$ cat src/rtl/pc_pkg.sv
// Shared types for the fetch-stage PC sequencer: the control-mode encoding.
package pc_pkg;

  localparam int PC_MODE_W = 3;

  typedef enum logic [PC_MODE_W-1:0] {
    MODE_SEQ     = 3'd0,
    MODE_BR_REL  = 3'd1,
    MODE_JMP_ABS = 3'd2,
    MODE_CALL    = 3'd3,
    MODE_RET     = 3'd4
  } pc_mode_e;

endpackage

$ cat src/rtl/next_pc_seq_ras_stack.sv
// Circular return-address stack: push on a full stack overwrites the oldest entry.
// The caller never issues push and pop in the same cycle.
module ras_stack #(
  parameter int W     = 8,
  parameter int DEPTH = 4
) (
  input  logic                       clk,
  input  logic                       rst,
  input  logic                       push,
  input  logic                       pop,
  input  logic [W-1:0]               data_in,
  output logic [W-1:0]               top,
  output logic [$clog2(DEPTH):0]     count,
  output logic                       empty,
  output logic                       overflow,
  output logic                       underflow
);

  localparam int PW = $clog2(DEPTH);
  localparam logic [PW:0] FULL_CNT = (PW+1)'(DEPTH);

  logic [W-1:0]  r_mem [DEPTH];
  logic [PW-1:0] r_ptr;
  logic [PW:0]   r_count;
  logic [PW-1:0] w_top_idx;
  logic          w_full;

  // r_ptr is the next write slot, so the newest entry sits just below it.
  // Once full, r_ptr also points at the oldest entry, which a push overwrites.
  assign w_top_idx = r_ptr - PW'(1);
  assign w_full    = (r_count == FULL_CNT);
  assign empty     = (r_count == '0);
  assign top       = r_mem[w_top_idx];
  assign count     = r_count;
  assign overflow  = push && w_full;
  assign underflow = pop && empty;

  always_ff @(posedge clk) begin
    if (push) begin
      r_mem[r_ptr] <= data_in;
    end
  end

  always_ff @(posedge clk) begin
    if (rst) begin
      r_ptr   <= '0;
      r_count <= '0;
    end else if (push) begin
      r_ptr <= r_ptr + PW'(1);
      if (!w_full) begin
        r_count <= r_count + (PW+1)'(1);
      end
    end else if (pop && !empty) begin
      r_ptr   <= w_top_idx;
      r_count <= r_count - (PW+1)'(1);
    end
  end

endmodule

$ cat src/rtl/next_pc_seq.sv
// Fetch-stage PC sequencer: owns the PC register and picks the next PC from
// sequential/branch/jump/call/return control, with stall, halt and reload.
module next_pc_seq
  import pc_pkg::*;
#(
  parameter int PC_W      = 8,
  parameter int RAS_DEPTH = 4,
  parameter int PC_INC    = 1
) (
  input  logic                          clk,
  input  logic                          rst,
  input  logic [PC_W-1:0]               start_addr,
  input  logic                          valid,
  input  logic                          stall,
  input  logic                          done,
  input  logic [PC_MODE_W-1:0]          mode,
  input  logic                          taken,
  input  logic [PC_W-1:0]               target,
  output logic [PC_W-1:0]               pc,
  output logic                          halted,
  output logic [$clog2(RAS_DEPTH):0]    ras_count,
  output logic                          ras_overflow,
  output logic                          ras_underflow
);

  localparam logic [PC_W-1:0] INC = PC_W'(PC_INC);

  logic [PC_W-1:0] r_pc;
  logic            r_halted;
  logic            r_ovf;
  logic            r_unf;

  logic            w_run;
  logic            w_push;
  logic            w_pop;
  logic [PC_W-1:0] w_seq_pc;
  logic [PC_W-1:0] w_next_pc;
  logic [PC_W-1:0] w_ras_top;
  logic            w_ras_empty;
  logic            w_ras_ovf;
  logic            w_ras_unf;

  // Only an unstalled, valid cycle on a live sequencer may touch PC or RAS.
  assign w_run    = !r_halted && !done && !stall && valid;
  assign w_push   = w_run && (mode == MODE_CALL);
  assign w_pop    = w_run && (mode == MODE_RET);
  assign w_seq_pc = r_pc + INC;

  ras_stack #(
    .W     (PC_W),
    .DEPTH (RAS_DEPTH)
  ) u_ras (
    .clk       (clk),
    .rst       (rst),
    .push      (w_push),
    .pop       (w_pop),
    .data_in   (w_seq_pc),
    .top       (w_ras_top),
    .count     (ras_count),
    .empty     (w_ras_empty),
    .overflow  (w_ras_ovf),
    .underflow (w_ras_unf)
  );

  always_comb begin
    w_next_pc = r_pc;
    if (w_run) begin
      case (mode)
        MODE_BR_REL:  w_next_pc = taken ? (r_pc + target) : w_seq_pc;
        MODE_JMP_ABS: w_next_pc = target;
        MODE_CALL:    w_next_pc = target;
        MODE_RET:     w_next_pc = w_ras_empty ? w_seq_pc : w_ras_top;
        default:      w_next_pc = w_seq_pc;
      endcase
    end
  end

  always_ff @(posedge clk) begin
    if (rst) begin
      r_pc     <= start_addr;
      r_halted <= 1'b0;
      r_ovf    <= 1'b0;
      r_unf    <= 1'b0;
    end else begin
      r_pc  <= w_next_pc;
      r_ovf <= w_ras_ovf;
      r_unf <= w_ras_unf;
      if (!r_halted && done) begin
        r_halted <= 1'b1;
      end
    end
  end

  assign pc            = r_pc;
  assign halted        = r_halted;
  assign ras_overflow  = r_ovf;
  assign ras_underflow = r_unf;

endmodule

$ cat config.mk
export PLATFORM = sky130hd
export DESIGN_NAME = next_pc_seq
export DESIGN_NICKNAME = d
export VERILOG_FILES = /design/src/rtl/pc_pkg.sv /design/src/rtl/next_pc_seq_ras_stack.sv /design/src/rtl/next_pc_seq.sv
export SDC_FILE = /design/constraint.sdc
export NUM_CORES = 1
export LEC_CHECK = 0
export CORE_AREA = 8 8 78 80
export CTS_CLUSTER_SIZE = 12
export DETAILED_ROUTE_END_ITERATION = 16
export DIE_AREA = 0 0 86 88
export GPL_TIMING_DRIVEN = 0
export PLACE_DENSITY = 0.84
export SLEW_MARGIN = 25
export SYNTH_ARGS = -nofsm -noshare
export SYNTH_HDL_FRONTEND = slang
export SYNTH_SLANG_ARGS = --single-unit
export TNS_END_PERCENT = 1
$ cat constraint.sdc
create_clock -name clk -period 4.6 [get_ports clk]
set_input_delay 0.69 -clock clk [delete_from_list [all_inputs] [get_ports clk]]
set_output_delay 0.69 -clock clk [all_outputs]
set_load 0.005 [all_outputs]
==> results.md <==
* Result of the run: complete, no violations
* First-pass GRT wire length at 10550 um
* Final setup fails at 0
* VDD IR max at 0.0002018 V
* Starting DRT DRC Count at 235
* Total via count in the routed design at 2161
* Path category of the worst min-delay check: flop to flop
* All-Layer GR Usage at 18.03%
* Cell chosen for the clock root: sky130_fd_sc_hd__clkbuf_8
* Fraction of final layout cells sized beyond drive strength 1 at 10.20%
* Unrepaired setup endpoints after global routing: false
* Average wire length per cell after detail routing at around 18 um
* Cell count after synthesis at approximately 250
* CTS HTree Levels at 2
* Nature of the critical path endpoint: flop
* Routed length on met2 at 3213 um
* Maximum buffer depth of the clock tree at 2
* Pin slew with the least headroom to its limit at 0.6475 ns
* Combinational group share of total power at 19.7%
* Post-CTS setup buffer count at 0
* Worst Path Required at 4.66 ns
* Clk sink count at 48
* Area share of the largest cell type after synthesis at 42.95%
* Syn nets at 291
* Internal power of the cells at 0.7029 mW
* Clock insertion delay at the later pin of the skew report at 0.30 ns
* Final GP Congestion at between 0.9 and 1
* Achievable frequency at 345.6 MHz
* Adder-cell area share of the yosys netlist at 6.801%
* Setup tns final at 0 ns
* Switching power summed over all nets at 0.2615 mW
* DRT met1 WL at approximately 2800 um
* Cell-by-cell listing of the critical path: buf_2 > inv_1 > ha_1 > clkbuf_1 > mux4_2 > a221o_1 > a221oi_2 > nor3_1
* Flip-flop and latch count after synthesis at between 40 and 50
* Number of standard-cell rows in the floorplan at 26
* Vertical die dimension at 88 um
* Register area at 1361 um2
* Placeable core area at 4912 um2
* Synth area leader: sky130_fd_sc_hd__edfxtp_1
* Number of global-route vias before repair at about 2100
* Most instantiated library cell after synthesis: sky130_fd_sc_hd__edfxtp_1
* Die Wd at 86 um
* Critical path data arrival time at 2.95 ns
* Period utilization at 62.90%
* Final cell utilization of the core at 67.60%
* Number of vias per cell at 5.937
* Critical path class: flop to flop
* Maximum fanout count along the critical path at 10
* Number of maximum-capacitance constraint violations at 0
* Switching part of the total power at 27.12%
* Nets at around 330
* Fraction of the mapped netlist area in simple logic gates at 14.36%
* Power consumption at 0.9644 mW
* Cell with the largest stage delay on the worst path: sky130_fd_sc_hd__clkbuf_1
* Number of antenna violations at the first check in global routing at 0
* Final critical path time including I/O delays and setup at slightly below 3 ns
* Count of cell types in the netlist at 55
* Share of synthesized area spent on multiplexers at 7.919%
* Detailed route wirelength on metal3 at 443 um
* Main synth FF type: sky130_fd_sc_hd__edfxtp_1
* Multi-input logic area at 1331 um2
* Clock edge transition at the registers on the reported setup and hold paths at approximately 0.090 ns
* Resized Gates After CTS at 0
* Largest stage delay on the critical path at ~0.45 ns
* Share of synthesized flip-flops with an asynchronous set or reset at 0%
* Max-slew headroom at a little under three fifths
* Leakage power summed over all cells at roughly 1.2 nW
* Routed wire length at 6571 um
* TritonCTS clock tree: built
* Portion of total power attributed to sequential cells at between 50% and 60%
* N_diodes at 0
* Synthesized area divided by synthesized cell count at around 11 um2
* Quantity of I/O buffers inserted on ports at 34
* WHS at 0.5229 ns
* Filler cell count at approximately 360
* Number of standard cells in the layout, taps in and fillers out at 364
* Fraction of the mapped netlist area in compound gates at 14.14%
* Cell types with the largest area share after synthesis: sky130_fd_sc_hd__edfxtp_1, sky130_fd_sc_hd__mux4_2, sky130_fd_sc_hd__dfxtp_1, sky130_fd_sc_hd__ha_1, sky130_fd_sc_hd__xnor2_1
* Starting utilization of the core area at roughly 57%
* TritonCTS buffer count at 5
* Clock power share at 27.8%
* Final global-route overflow total at 0
* Pin count of the biggest net entering global routing at 16
* Share of synthesized area occupied by flip-flops and latches at 48.68%
* # DRC at 0
* EDFF count, synth at 40
* Uppermost signal routing layer after detailed routing: met4
* Count of boundary I/O pins at 39
* Dpl cells at 356
* Endpoints failing hold at 0
* Main combinational cell family by area after synthesis: simple AND/OR/NAND/NOR gates
* HPWL after detailed placement at 4954 um
* Kind of start point of the critical path: flop
* Pwr dens at ~290 nW/um2
* Growth of design area from synthesis to finish at 18.75%
* Post-synthesis cell area at 2796 um2
* Worst setup skew after layout at between 0.006 and 0.007 ns
* DIE AREA at 7568 um2
* Synth Area in XOR/XNOR at 4.385%
* Antenna violation net count after detailed routing at 0
* Final Max Tran Viols at 0
* Detailed-routing iteration count for the pre-antenna-repair pass at 6
* Post-CTS Hold Fix Bufs at 0
* Number of warnings reported in the yosys synthesis log at 0
* Post-synth top cells: sky130_fd_sc_hd__edfxtp_1, sky130_fd_sc_hd__nand2_1, sky130_fd_sc_hd__nor2_1
[power by group through the flow]
stage	sequential [mW]	clock, mW	combinational [mW]
finish	0.506	0.268	0.190
global route	0.508	0.284	0.208
CTS	0.506	0.269	0.188
detailed placement	0.516	0	0.187
global placement	0.515	0	0.183
floorplan	0.513	0	0.118
[area by class of cell]
| class | instances | area share [%] |
|---|---|---|
| flip-flops and latches | 48 | 40.99 |
| multi-input cells | 180 | 40.09 |
| repair buffers | 34 | 10.25 |
| well taps | 70 | 2.638 |
| clock buffers | 6 | 2.487 |
| plain buffers | 14 | 1.997 |
| inverters | 10 | 1.130 |
| clock inverters | 2 | 0.4145 |
[metrics by stage]
step | setup WS (ns) | instance area [um2]
after floorplan | 2.128 | 2796
after global placement | 1.567 | 3224
after detailed placement | 1.538 | 3224
after CTS | 1.647 | 3321
after global routing | 1.487 | 3321
final | 1.707 | 3321
[state kept, by name, indices dropped and copies added (netlist names)]
signal / count
u_ras.r_mem: 32
pc: 8
u_ras.count: 3
u_ras.r_ptr: 2
halted: 1
ras_overflow: 1
ras_underflow: 1
[logic make-up after synthesis]
logic type	Yosys count
simple gates	81
fa+ha+maj	14
mux	12
compound gates	59
xor+xnor	14
flops	48
buf+inv	24
[routing by layer]
layer,GRT usage (%),vias to the layer above
met5,0,-
met4,4.618,0
met3,3.752,9
met2,30.09,88
met1,23.21,1033
li1,-,1031
[worst max-delay path: cells and delay by family, from the launching register on]
| kind | cells | cell delay [ns] |
|---|---|---|
| fa+ha+maj | 1 | 0.31 |
| mux | 1 | 0.41 |
| compound gates | 2 | 0.56 |
| flops | 1 | 0.37 |
| buf+inv | 3 | 0.92 |
| simple gates | 1 | 0.07 |
[cell usage in the layout, fill, tap and decap left out, types with 3 or more instances in the layout]
master	netlist	final
sky130_fd_sc_hd__xor2_1	4	4
sky130_fd_sc_hd__a31oi_1	5	5
sky130_fd_sc_hd__nor2_1	20	20
sky130_fd_sc_hd__or3_1	3	3
sky130_fd_sc_hd__dfxtp_1	8	8
sky130_fd_sc_hd__mux2i_1	3	3
sky130_fd_sc_hd__edfxtp_1	40	40
sky130_fd_sc_hd__inv_1	9	9
sky130_fd_sc_hd__buf_2	5	5
sky130_fd_sc_hd__a21oi_1	12	12
sky130_fd_sc_hd__xnor2_1	10	10
sky130_fd_sc_hd__clkbuf_8	0	6
sky130_fd_sc_hd__o21ai_0	10	10
sky130_fd_sc_hd__ha_1	12	12
sky130_fd_sc_hd__nand2_1	21	21
sky130_fd_sc_hd__mux4_2	8	8
sky130_fd_sc_hd__clkdlybuf4s50_1	0	34
sky130_fd_sc_hd__and3_1	8	8
sky130_fd_sc_hd__nor3_1	4	4
sky130_fd_sc_hd__o21ai_1	7	7
sky130_fd_sc_hd__nand3_1	10	10
sky130_fd_sc_hd__clkbuf_1	8	8
[path summary, 6_finish.rpt]
check	startpoint	depth (start not counted)	end	slack [ns]
worst max-delay path	u_ras.r_ptr[0]	8	pc[5]	1.71
worst min-delay path	halted	2	halted	0.52
worst max register to register	u_ras.r_ptr[0]	8	pc[5]	1.71
worst min register to register	halted	2	halted	0.52
Power figures use the tool's default switching activity.
